$ cat src/rtl/br_level_chain.sv
//==============================================================================
// Module      : br_level_chain
// Description : One Unibus BR level: arbitrates NDEV device requests and runs
//               the BR/BG/SACK/BBSY/INTR handshake, returning a grant pulse.
//               Optional SACK-to-SSYN timeout: `define BR_LEVEL_CHAIN_TIMEOUT_EN
// Revision    : 1.0 - initial release
//==============================================================================
`default_nettype none

module br_level_chain #(
    parameter int NDEV           = 4,
    parameter int TIMEOUT_CYCLES = 1000
) (
    input  logic                CLOCK,
    input  logic                RESET_N,
    input  logic [NDEV-1:0]     dev_intreq,
    input  logic [8*NDEV-1:0]   dev_irvec,
    output logic [NDEV-1:0]     dev_intgnt,
    output logic [7:0]          dev_igvec,
    input  logic                init_in_h,
    input  logic                bg_in_h,
    output logic                bg_out_h,
    input  logic                bbsy_in_h,
    input  logic                ssyn_in_h,
    output logic                br_out_h,
    output logic                sack_out_h,
    output logic                bbsy_out_h,
    output logic                intr_out_h,
    output logic [15:0]         d_out_h
`ifdef BR_LEVEL_CHAIN_TIMEOUT_EN
    ,
    output logic                stat_timeout
`endif
);

    localparam int c_IDXW = (NDEV > 1) ? $clog2(NDEV) : 1;

    if (NDEV < 1 || TIMEOUT_CYCLES < 1) begin : g_bad_params
        $error("br_level_chain: NDEV and TIMEOUT_CYCLES must be at least 1");
    end

    typedef enum logic [1:0] {
        S_IDLE   = 2'd0,
        S_CLAIM  = 2'd1,
        S_MASTER = 2'd2,
        S_DONE   = 2'd3
    } state_t;

    state_t              r_state;
    state_t              w_state_n;
    logic [c_IDXW-1:0]   r_winner;
    logic [c_IDXW-1:0]   w_winner_n;
    logic [7:0]          r_vec;
    logic [7:0]          w_vec_n;
    logic                r_passed;
    logic                w_passed_n;

    logic                w_bg_n;
    logic                w_br_n;
    logic                w_sack_n;
    logic                w_bbsy_n;
    logic                w_intr_n;
    logic [15:0]         w_d_n;
    logic [NDEV-1:0]     w_gnt_n;
    logic [7:0]          w_igvec_n;
    logic                w_br_kill;

    logic                w_any;
    logic [c_IDXW-1:0]   w_win_idx;
    logic [7:0]          w_win_vec;

`ifdef BR_LEVEL_CHAIN_TIMEOUT_EN
    localparam int               c_TMO_W    = $clog2(TIMEOUT_CYCLES + 1);
    localparam logic [c_TMO_W-1:0] c_TMO_LAST = c_TMO_W'(TIMEOUT_CYCLES - 1);
    logic [c_TMO_W-1:0]  r_tmo_cnt;
    logic [c_TMO_W-1:0]  w_tmo_cnt_n;
    logic                w_stat_n;
`endif

    // Fixed priority: lowest index wins, scanned downward so index 0 overrides.
    always_comb begin
        w_any     = |dev_intreq;
        w_win_idx = '0;
        w_win_vec = dev_irvec[7:0];
        for (int i = NDEV - 1; i >= 0; i--) begin
            if (dev_intreq[i]) begin
                w_win_idx = c_IDXW'(i);
                w_win_vec = dev_irvec[8*i +: 8];
            end
        end
    end

    always_comb begin
        w_state_n  = r_state;
        w_winner_n = r_winner;
        w_vec_n    = r_vec;
        w_passed_n = r_passed;
        w_bg_n     = 1'b0;
        w_sack_n   = sack_out_h;
        w_bbsy_n   = bbsy_out_h;
        w_intr_n   = intr_out_h;
        w_d_n      = d_out_h;
        w_gnt_n    = '0;
        w_igvec_n  = 8'h00;
        w_br_kill  = 1'b0;
`ifdef BR_LEVEL_CHAIN_TIMEOUT_EN
        w_tmo_cnt_n = r_tmo_cnt;
        w_stat_n    = stat_timeout;
`endif

        case (r_state)
            S_IDLE: begin
                if (bg_in_h) begin
                    // Once the grant has been passed on, it belongs downstream
                    // until BG drops, even if a local request shows up.
                    if (r_passed) begin
                        w_bg_n = 1'b1;
                    end else if (w_any) begin
                        w_winner_n = w_win_idx;
                        w_vec_n    = w_win_vec;
                        w_sack_n   = 1'b1;
                        w_state_n  = S_CLAIM;
`ifdef BR_LEVEL_CHAIN_TIMEOUT_EN
                        w_tmo_cnt_n = '0;
`endif
                    end else begin
                        w_bg_n     = 1'b1;
                        w_passed_n = 1'b1;
                    end
                end else begin
                    w_passed_n = 1'b0;
                end
            end

            S_CLAIM: begin
                if (!bg_in_h && !bbsy_in_h && !ssyn_in_h) begin
                    w_sack_n = 1'b0;
                    if (dev_intreq[r_winner]) begin
                        w_bbsy_n  = 1'b1;
                        w_intr_n  = 1'b1;
                        w_d_n     = {8'h00, r_vec};
                        w_state_n = S_MASTER;
                    end else begin
                        w_state_n = S_IDLE;
                    end
                end
            end

            S_MASTER: begin
                if (ssyn_in_h) begin
                    w_intr_n           = 1'b0;
                    w_bbsy_n           = 1'b0;
                    w_d_n              = 16'h0000;
                    w_gnt_n[r_winner]  = 1'b1;
                    w_igvec_n          = r_vec;
                    w_state_n          = S_DONE;
                end
            end

            S_DONE: begin
                if (!ssyn_in_h) begin
                    w_state_n = S_IDLE;
                end
            end

            default: begin
                w_state_n = S_IDLE;
            end
        endcase

`ifdef BR_LEVEL_CHAIN_TIMEOUT_EN
        // A transfer completing on the deadline edge counts as reaching DONE.
        if ((r_state == S_CLAIM || r_state == S_MASTER) &&
            !(r_state == S_MASTER && ssyn_in_h)) begin
            if (r_tmo_cnt == c_TMO_LAST) begin
                w_state_n = S_IDLE;
                w_sack_n  = 1'b0;
                w_bbsy_n  = 1'b0;
                w_intr_n  = 1'b0;
                w_d_n     = 16'h0000;
                w_gnt_n   = '0;
                w_igvec_n = 8'h00;
                w_br_kill = 1'b1;
                w_stat_n  = 1'b1;
            end else begin
                w_tmo_cnt_n = r_tmo_cnt + 1'b1;
            end
        end
`endif

        w_br_n = w_any && !w_br_kill &&
                 (w_state_n == S_IDLE || w_state_n == S_CLAIM);
    end

    always_ff @(posedge CLOCK or negedge RESET_N) begin
        if (!RESET_N) begin
            r_state    <= S_IDLE;
            r_winner   <= '0;
            r_vec      <= 8'h00;
            r_passed   <= 1'b0;
            bg_out_h   <= 1'b0;
            br_out_h   <= 1'b0;
            sack_out_h <= 1'b0;
            bbsy_out_h <= 1'b0;
            intr_out_h <= 1'b0;
            d_out_h    <= 16'h0000;
            dev_intgnt <= '0;
            dev_igvec  <= 8'h00;
        end else if (init_in_h) begin
            r_state    <= S_IDLE;
            r_winner   <= '0;
            r_vec      <= 8'h00;
            r_passed   <= 1'b0;
            bg_out_h   <= 1'b0;
            br_out_h   <= 1'b0;
            sack_out_h <= 1'b0;
            bbsy_out_h <= 1'b0;
            intr_out_h <= 1'b0;
            d_out_h    <= 16'h0000;
            dev_intgnt <= '0;
            dev_igvec  <= 8'h00;
        end else begin
            r_state    <= w_state_n;
            r_winner   <= w_winner_n;
            r_vec      <= w_vec_n;
            r_passed   <= w_passed_n;
            bg_out_h   <= w_bg_n;
            br_out_h   <= w_br_n;
            sack_out_h <= w_sack_n;
            bbsy_out_h <= w_bbsy_n;
            intr_out_h <= w_intr_n;
            d_out_h    <= w_d_n;
            dev_intgnt <= w_gnt_n;
            dev_igvec  <= w_igvec_n;
        end
    end

`ifdef BR_LEVEL_CHAIN_TIMEOUT_EN
    always_ff @(posedge CLOCK or negedge RESET_N) begin
        if (!RESET_N) begin
            r_tmo_cnt    <= '0;
            stat_timeout <= 1'b0;
        end else if (init_in_h) begin
            r_tmo_cnt    <= '0;
            stat_timeout <= 1'b0;
        end else begin
            r_tmo_cnt    <= w_tmo_cnt_n;
            stat_timeout <= w_stat_n;
        end
    end
`endif

endmodule

`default_nettype wire

$ cat config.mk
export PLATFORM = sky130hd
export DESIGN_NAME = br_level_chain
export DESIGN_NICKNAME = d
export VERILOG_FILES = /design/src/rtl/br_level_chain.sv
export SDC_FILE = /design/constraint.sdc
export NUM_CORES = 1
export LEC_CHECK = 0
export ABC_AREA = 1
export CAP_MARGIN = 20
export CORE_AREA = 4 4 72 74
export CTS_CLUSTER_DIAMETER = 200
export CTS_CLUSTER_SIZE = 20
export DETAILED_ROUTE_END_ITERATION = 8
export DIE_AREA = 0 0 76 78
export HOLD_SLACK_MARGIN = 0.08
export MAX_ROUTING_LAYER = met4
export PLACE_DENSITY_LB_ADDON = 0.15
export SYNTH_ARGS = -nofsm -noshare
export SYNTH_HDL_FRONTEND = slang
export SYNTH_SLANG_ARGS = --single-unit
$ cat constraint.sdc
create_clock -name CLOCK -period 1.7 [get_ports CLOCK]
set_input_delay 0.255 -clock CLOCK [delete_from_list [all_inputs] [get_ports CLOCK]]
set_output_delay 0.255 -clock CLOCK [all_outputs]
set_load 0.01 [all_outputs]
==> metrics.csv, run 1 <==
metric,value,unit
Hold Buf Count CTS,0,
metal2 WL,2022,um
total track usage,16.14,%
syn_area_per_cell,7.886,um^2
pwr dens,729.0,mW/mm^2
IO buf count,66,
placer congestion estimate,0.8621,
sequential element share of the synthesized area,47.34,%
Worst setup EP type,primary output,
skew final,0.003096,ns
YS warnings,0,
fin crit period,1.453,ns
top layer in use,met4,
row cnt,25,
XOR/XNOR share of the synthesized area,0,%
via total after detailed routing,1813,
Layout fillers,432,
CTS Sinks,37,
layout cells sized above 1,12.31,%
f_max,688.4,MHz
crit path cell chain,clkdlybuf4s50_1,
kind of critical path,reg -> out,
"CTS clk-pin slew, worst paths",0.07,ns
die area,0.005928,mm^2
root buffer cell,clkbuf_8,
vias in the first global route,1760,
post-synth design cell area,0.001956,mm^2
Die Wd,76,um
post-synthesis simple-gate area fraction,33.65,%
ys async rst share,100.0,%
worst path arrival time,1.20,ns
grt ovf,0,
Core Area,0.004598,mm^2
Critical Path Start Type,flip-flop,
worst setup margin,0.2474,ns
Residual DRC,0,
sequential cell area,925.9,um^2
"Slowest-stage cell, CP",clkdlybuf4s50_1,
adder-cell share of the synthesized area,0,%
RSZ-0062 raised after global routing,no,
leak pwr,0.001326,uW
io pins,75,
"slowest stage delay, CP",0.55,ns
CTS max path bufs,2,
area of the multi-input gates,834.6,um^2
Starting Density,42.53,%
CTS tree,yes,
fin. max-slew vios,0,
diode count,0,
number of max-cap violations,0,
Unique masters post-synth,27,
ANT nets after route,0,
status,"complete, no violations",
largest net degree at the start of global routing,38,
Synth Area in Compound Gates,7.486,%
mux share of post-synthesis cell area,0,%
first-pass GRT wire length,7824,um
routed length on met3,346,um
vias per cell,4.784,
wl on met1,2089,um
CTS H-Tree Depth,2,
Buf/Inv on CP,1,
final WL,4529,um
Clock Latency Late Sink,0.29,ns
Critical Path RT,1.44,ns
Hold WC Path Type,in -> async,
Area Growth Syn to Fin,42.35,%
largest family of logic cells by synthesized area,simple AND/OR/NAND/NOR gates,
"leading cell type in the layout, fill and taps excluded",nand2_1,
# Post-CTS Setup Buffers,0,
maximum VDD drop,0.2584,mV
Fin. Hold Viols,0,
#FFs+latches synth,37,
"commonest cells after routing, fill and taps aside","nand2_1 (74), clkdlybuf4s50_1 (66), dfrtp_1 (37)",
# resized after CTS,0,
DIE HEIGHT,78,um
number of synthesized flops with an enable pin,0,
crit share post-route,85.45,%
initial antenna violation count,0,
"worst slack, placed",0.000007327,ns
Worst Path Max Fanout,2,
cts bufs inserted,5,
Fin Setup TNS,0,ns
1st-iter DRT viols,104,
final setup vio count,0,
post-DP HPWL,3603,um
Synth Instances,248,
Synth Flop Type,dfrtp_1,
WL per Instance,11.95,um
top cell family by delay on the critical path,buffers and inverters,
Pre-antenna DRT Iters,4,
Nets,367,
## worst register-to-register path, stage by stage, from the launching register on
cell and delay [ns]:
dfrtp_1 0.45, inv_1 0.15, nand2_1 0.07, nand2_1 0.06, nand2_1 0.06, nand2_2 0.09
nand2_2 0.08, nand2_4 0.12, nand2_4 0.10, nand2_1 0.08, nand2_1 0.04
## layer usage
| layer | vias up | global-route usage [%] |
|---|---|---|
| met2 | 90 | 25.77 |
| met5 | - | - |
| li1 | 930 | - |
| met4 | 0 | 6.762 |
| met1 | 787 | 19.87 |
| met3 | 6 | 3.364 |
## Yosys cell counts, drive strengths merged, types with 6 or more instances
cell	n	area (um^2)
a21oi	6	41.29
inv	30	115.1
nand4	6	37.54
nand3	22	115.1
nor2	21	113.9
nand2	81	331.6
o22ai	6	37.54
dfrtp	37	925.9
o21ai	7	35.03
nor3	12	60.06
buf	13	98.84
## worst paths after layout
path | start | to | slack, ns | depth (start not counted)
setup / recovery | d_out_h[5]$_DFFE_PN0P_ | d_out_h[5] | 0.25 | 1
hold / removal | RESET_N | bg_out_h$_DFF_PN0_ | 0.39 | 2
setup reg to reg | r_winner[0]$_DFFE_PN0P_ | d_out_h[5]$_DFFE_PN0P_ | 0.29 | 10
hold reg to reg | d_out_h[6]$_DFFE_PN0P_ | d_out_h[6]$_DFFE_PN0P_ | 0.47 | 2
max in group asynchronous | RESET_N | r_state[1]$_DFF_PN0_ | 0.99 | 2
min in group CLOCK | d_out_h[6]$_DFFE_PN0P_ | d_out_h[6]$_DFFE_PN0P_ | 0.47 | 2
## sequential cells by signal, indices dropped and copies added, names as in the netlist
register / flops
d_out_h: 8
r_passed: 1
r_state: 2
r_winner: 2
dev_intgnt: 4
intr_out_h: 1
dev_igvec: 8
sack_out_h: 1
br_out_h: 1
bg_out_h: 1
r_vec: 8
## metrics by stage
| step | utilization, % | total power [uW] | hold slack (ns) | area, um^2 | std cells |
|---|---|---|---|---|---|
| after floorplan | - | 1215 | -0.04059 | 1982 | 255 |
| after CTS | 60.54 | 2048 | 0.4073 | 2784 | 379 |
| after global routing | 60.54 | 2143 | 0.4434 | 2784 | 379 |
| after detailed placement | 58.59 | 1434 | 0.4627 | 2694 | 372 |
| final | 60.54 | 2029 | 0.3923 | 2784 | 379 |
| after global placement | 58.59 | 1427 | 0.4551 | 2694 | 372 |
## kinds of logic after synthesis
group	count (synthesis)
compound gates	23
buf+inv	45
flops	37
other cells	1
simple gates	142
## power breakdown
group | switching [uW] | internal, uW | total [uW]
Sequential | 32.7 | 930 | 963
Clock | 293 | 320 | 613
Combinational | 232 | 222 | 454
Total | 557 | 1470 | 2030
## final cells by class
| class | count | area share, % |
|---|---|---|
| Inverter | 30 | 4.135 |
| Clock buffer | 6 | 2.966 |
| Tap cell | 54 | 2.427 |
| Clock inverter | 1 | 0.2697 |
| Timing Repair Buffer | 78 | 26.97 |
| Sequential cell | 37 | 33.26 |
| Multi-Input combinational cell | 173 | 29.98 |
No activity file was read; power rests on OpenSTA's default activity.
==> inputs of run 2 (changes only) <==
--- a/config.mk
+++ b/config.mk
@@ -8,13 +8,13 @@
 export ABC_AREA = 1
 export CAP_MARGIN = 20
 export CORE_AREA = 4 4 72 74
-export CTS_CLUSTER_DIAMETER = 200
 export CTS_CLUSTER_SIZE = 20
 export DETAILED_ROUTE_END_ITERATION = 8
 export DIE_AREA = 0 0 76 78
 export HOLD_SLACK_MARGIN = 0.08
 export MAX_ROUTING_LAYER = met4
 export PLACE_DENSITY_LB_ADDON = 0.15
+export RECOVER_POWER = 25
 export SYNTH_ARGS = -nofsm -noshare
 export SYNTH_HDL_FRONTEND = slang
 export SYNTH_SLANG_ARGS = --single-unit
==> metrics.csv, run 2 (synthesized netlist as in run 1, its figures left out) <==
metric,value,unit,change
Critical Path Start Type,flip-flop,,unchanged
root buffer cell,clkbuf_8,,unchanged
largest net degree at the start of global routing,38,,unchanged
crit path cell chain,clkdlybuf4s50_1,,unchanged
CTS max path bufs,2,,unchanged
"worst slack, placed",0.000007327,ns,unchanged
top cell family by delay on the critical path,buffers and inverters,,unchanged
"CTS clk-pin slew, worst paths",0.07,ns,about the same
first-pass GRT wire length,7824,um,unchanged
# resized after CTS,0,,unchanged
Non-Filler Instances,379,,unchanged
Pre-antenna DRT Iters,4,,unchanged
cts bufs inserted,5,,unchanged
grt ovf,0,,unchanged
pwr dens,729.2,mW/mm^2,was 729.0 mW/mm^2
Hold Buf Count CTS,0,,unchanged
final setup vio count,0,,unchanged
Clock Latency Late Sink,0.29,ns,about the same
crit share post-route,85.45,%,about the same
leak pwr,0.001325,uW,was 0.001326 uW
IO buf count,66,,unchanged
io pins,75,,unchanged
Die Wd,76,um,unchanged
Fin Setup TNS,0,ns,unchanged
kind of critical path,reg -> out,,unchanged
max_slew headroom,41.48,%,
placer congestion estimate,0.8621,,unchanged
diode count,0,,unchanged
Hold WC Path Type,reg -> reg,,was in -> async
DIE HEIGHT,78,um,unchanged
worst path arrival time,1.20,ns,about the same
worst setup margin,0.2473,ns,was 0.2474 ns
fin crit period,1.453,ns,about the same
"commonest cells after routing, fill and taps aside","nand2_1 (74), clkdlybuf4s50_1 (65), dfrtp_1 (37)",,"was nand2_1 (74), clkdlybuf4s50_1 (66), dfrtp_1 (37)"
fin. max-slew vios,0,,unchanged
post-DP HPWL,3603,um,unchanged
vias per cell,4.794,,was 4.784
number of max-cap violations,0,,unchanged
Min Hold Slack,0.4747,ns,was 0.3923 ns
vias in the first global route,1760,,unchanged
"Slowest-stage cell, CP",clkdlybuf4s50_1,,unchanged
Area Growth Syn to Fin,42.23,%,was 42.35%
initial antenna violation count,0,,unchanged
CTS H-Tree Depth,2,,unchanged
# Post-CTS Setup Buffers,0,,unchanged
die area,0.005928,mm^2,unchanged
total track usage,16.14,%,unchanged
"slowest stage delay, CP",0.55,ns,about the same
Nets,367,,unchanged
ANT nets after route,0,,unchanged
Residual DRC,0,,unchanged
Worst Path Max Fanout,2,,unchanged
CTS Sinks,37,,unchanged
1st-iter DRT viols,104,,unchanged
WL per Instance,11.96,um,was 11.95 um
f_max,688.4,MHz,about the same
Least-Margin Pin Slew,0.8779,ns,
Fin. Hold Viols,0,,unchanged
layout cells sized above 1,12.31,%,unchanged
CTS tree,yes,,unchanged
"leading cell type in the layout, fill and taps excluded",nand2_1,,unchanged
final WL,4534,um,was 4529 um
Critical Path RT,1.44,ns,about the same
Core Area,0.004598,mm^2,unchanged
skew final,0.003196,ns,was 0.003096 ns
maximum VDD drop,0.2584,mV,about the same
RSZ-0062 raised after global routing,no,,unchanged
Regs by FF count,"d_out_h (8), dev_igvec (8), r_vec (8)",,unchanged
row cnt,25,,unchanged
Starting Density,42.53,%,unchanged
dpl cells,372,,unchanged
via total after detailed routing,1817,,was 1813
Layout fillers,433,,was 432
status,"complete, no violations",,unchanged
Worst setup EP type,primary output,,unchanged
Buf/Inv on CP,1,,unchanged
## run 2: cell count changes in the layout (fill, tap and decap cells not counted)
cell and change:
clkdlybuf4s50_1 -1, dlygate4sd3_1 +1, clkbuf_2 +1, buf_4 -1
## run 2: metrics by stage
step                      power, uW  cell area [um^2]  util (%)
after detailed placement       1434              2694     58.59
after floorplan                1215              1982         -
final                          2028              2781     60.49
after global placement         1427              2694     58.59
after CTS                      2048              2784     60.54
after global routing           2142              2781     60.49
## run 2: worst paths after layout
kind,from,to,slack [ns],depth (start not counted)
min in group asynchronous,RESET_N,bg_out_h$_DFF_PN0_,0.62,2
max in group asynchronous,RESET_N,r_state[1]$_DFF_PN0_,0.53,2
worst max-delay path,d_out_h[5]$_DFFE_PN0P_,d_out_h[5],0.25,1
worst min-delay path,d_out_h[6]$_DFFE_PN0P_,d_out_h[6]$_DFFE_PN0P_,0.47,2
worst max register to register,r_winner[0]$_DFFE_PN0P_,d_out_h[5]$_DFFE_PN0P_,0.29,10
worst min register to register,d_out_h[6]$_DFFE_PN0P_,d_out_h[6]$_DFFE_PN0P_,0.47,2
## run 2: cell type report
type / count / area, um^2 / area share (%)
flip-flops and latches: 37 / 925.9 / 33.29
well taps: 54 / 67.56 / 2.429
multi-input cells: 173 / 834.6 / 30.00
clock inverters: 1 / 7.507 / 0.2699
repair buffers: 78 / 748.2 / 26.90
clock buffers: 6 / 82.58 / 2.969
inverters: 30 / 115.1 / 4.139
## run 2: where the power goes
part	leakage (uW)	internal (uW)	switching (uW)	total (uW)
clock	0.0000433	320	293	613
sequential	0.000504	930	32.7	963
combinational	0.000778	221	232	452
total	0.00133	1470	557	2030
## run 2: per-layer routing
metal | GRT usage (%) | vias up | wire, um | part of all wire, %
met5 | - | - | 0 | 0
met4 | 6.762 | 0 | 71 | 1.6
met3 | 3.364 | 6 | 335 | 7.4
met2 | 25.77 | 86 | 2024 | 45
met1 | 19.87 | 794 | 2103 | 46
li1 | - | 931 | - | -
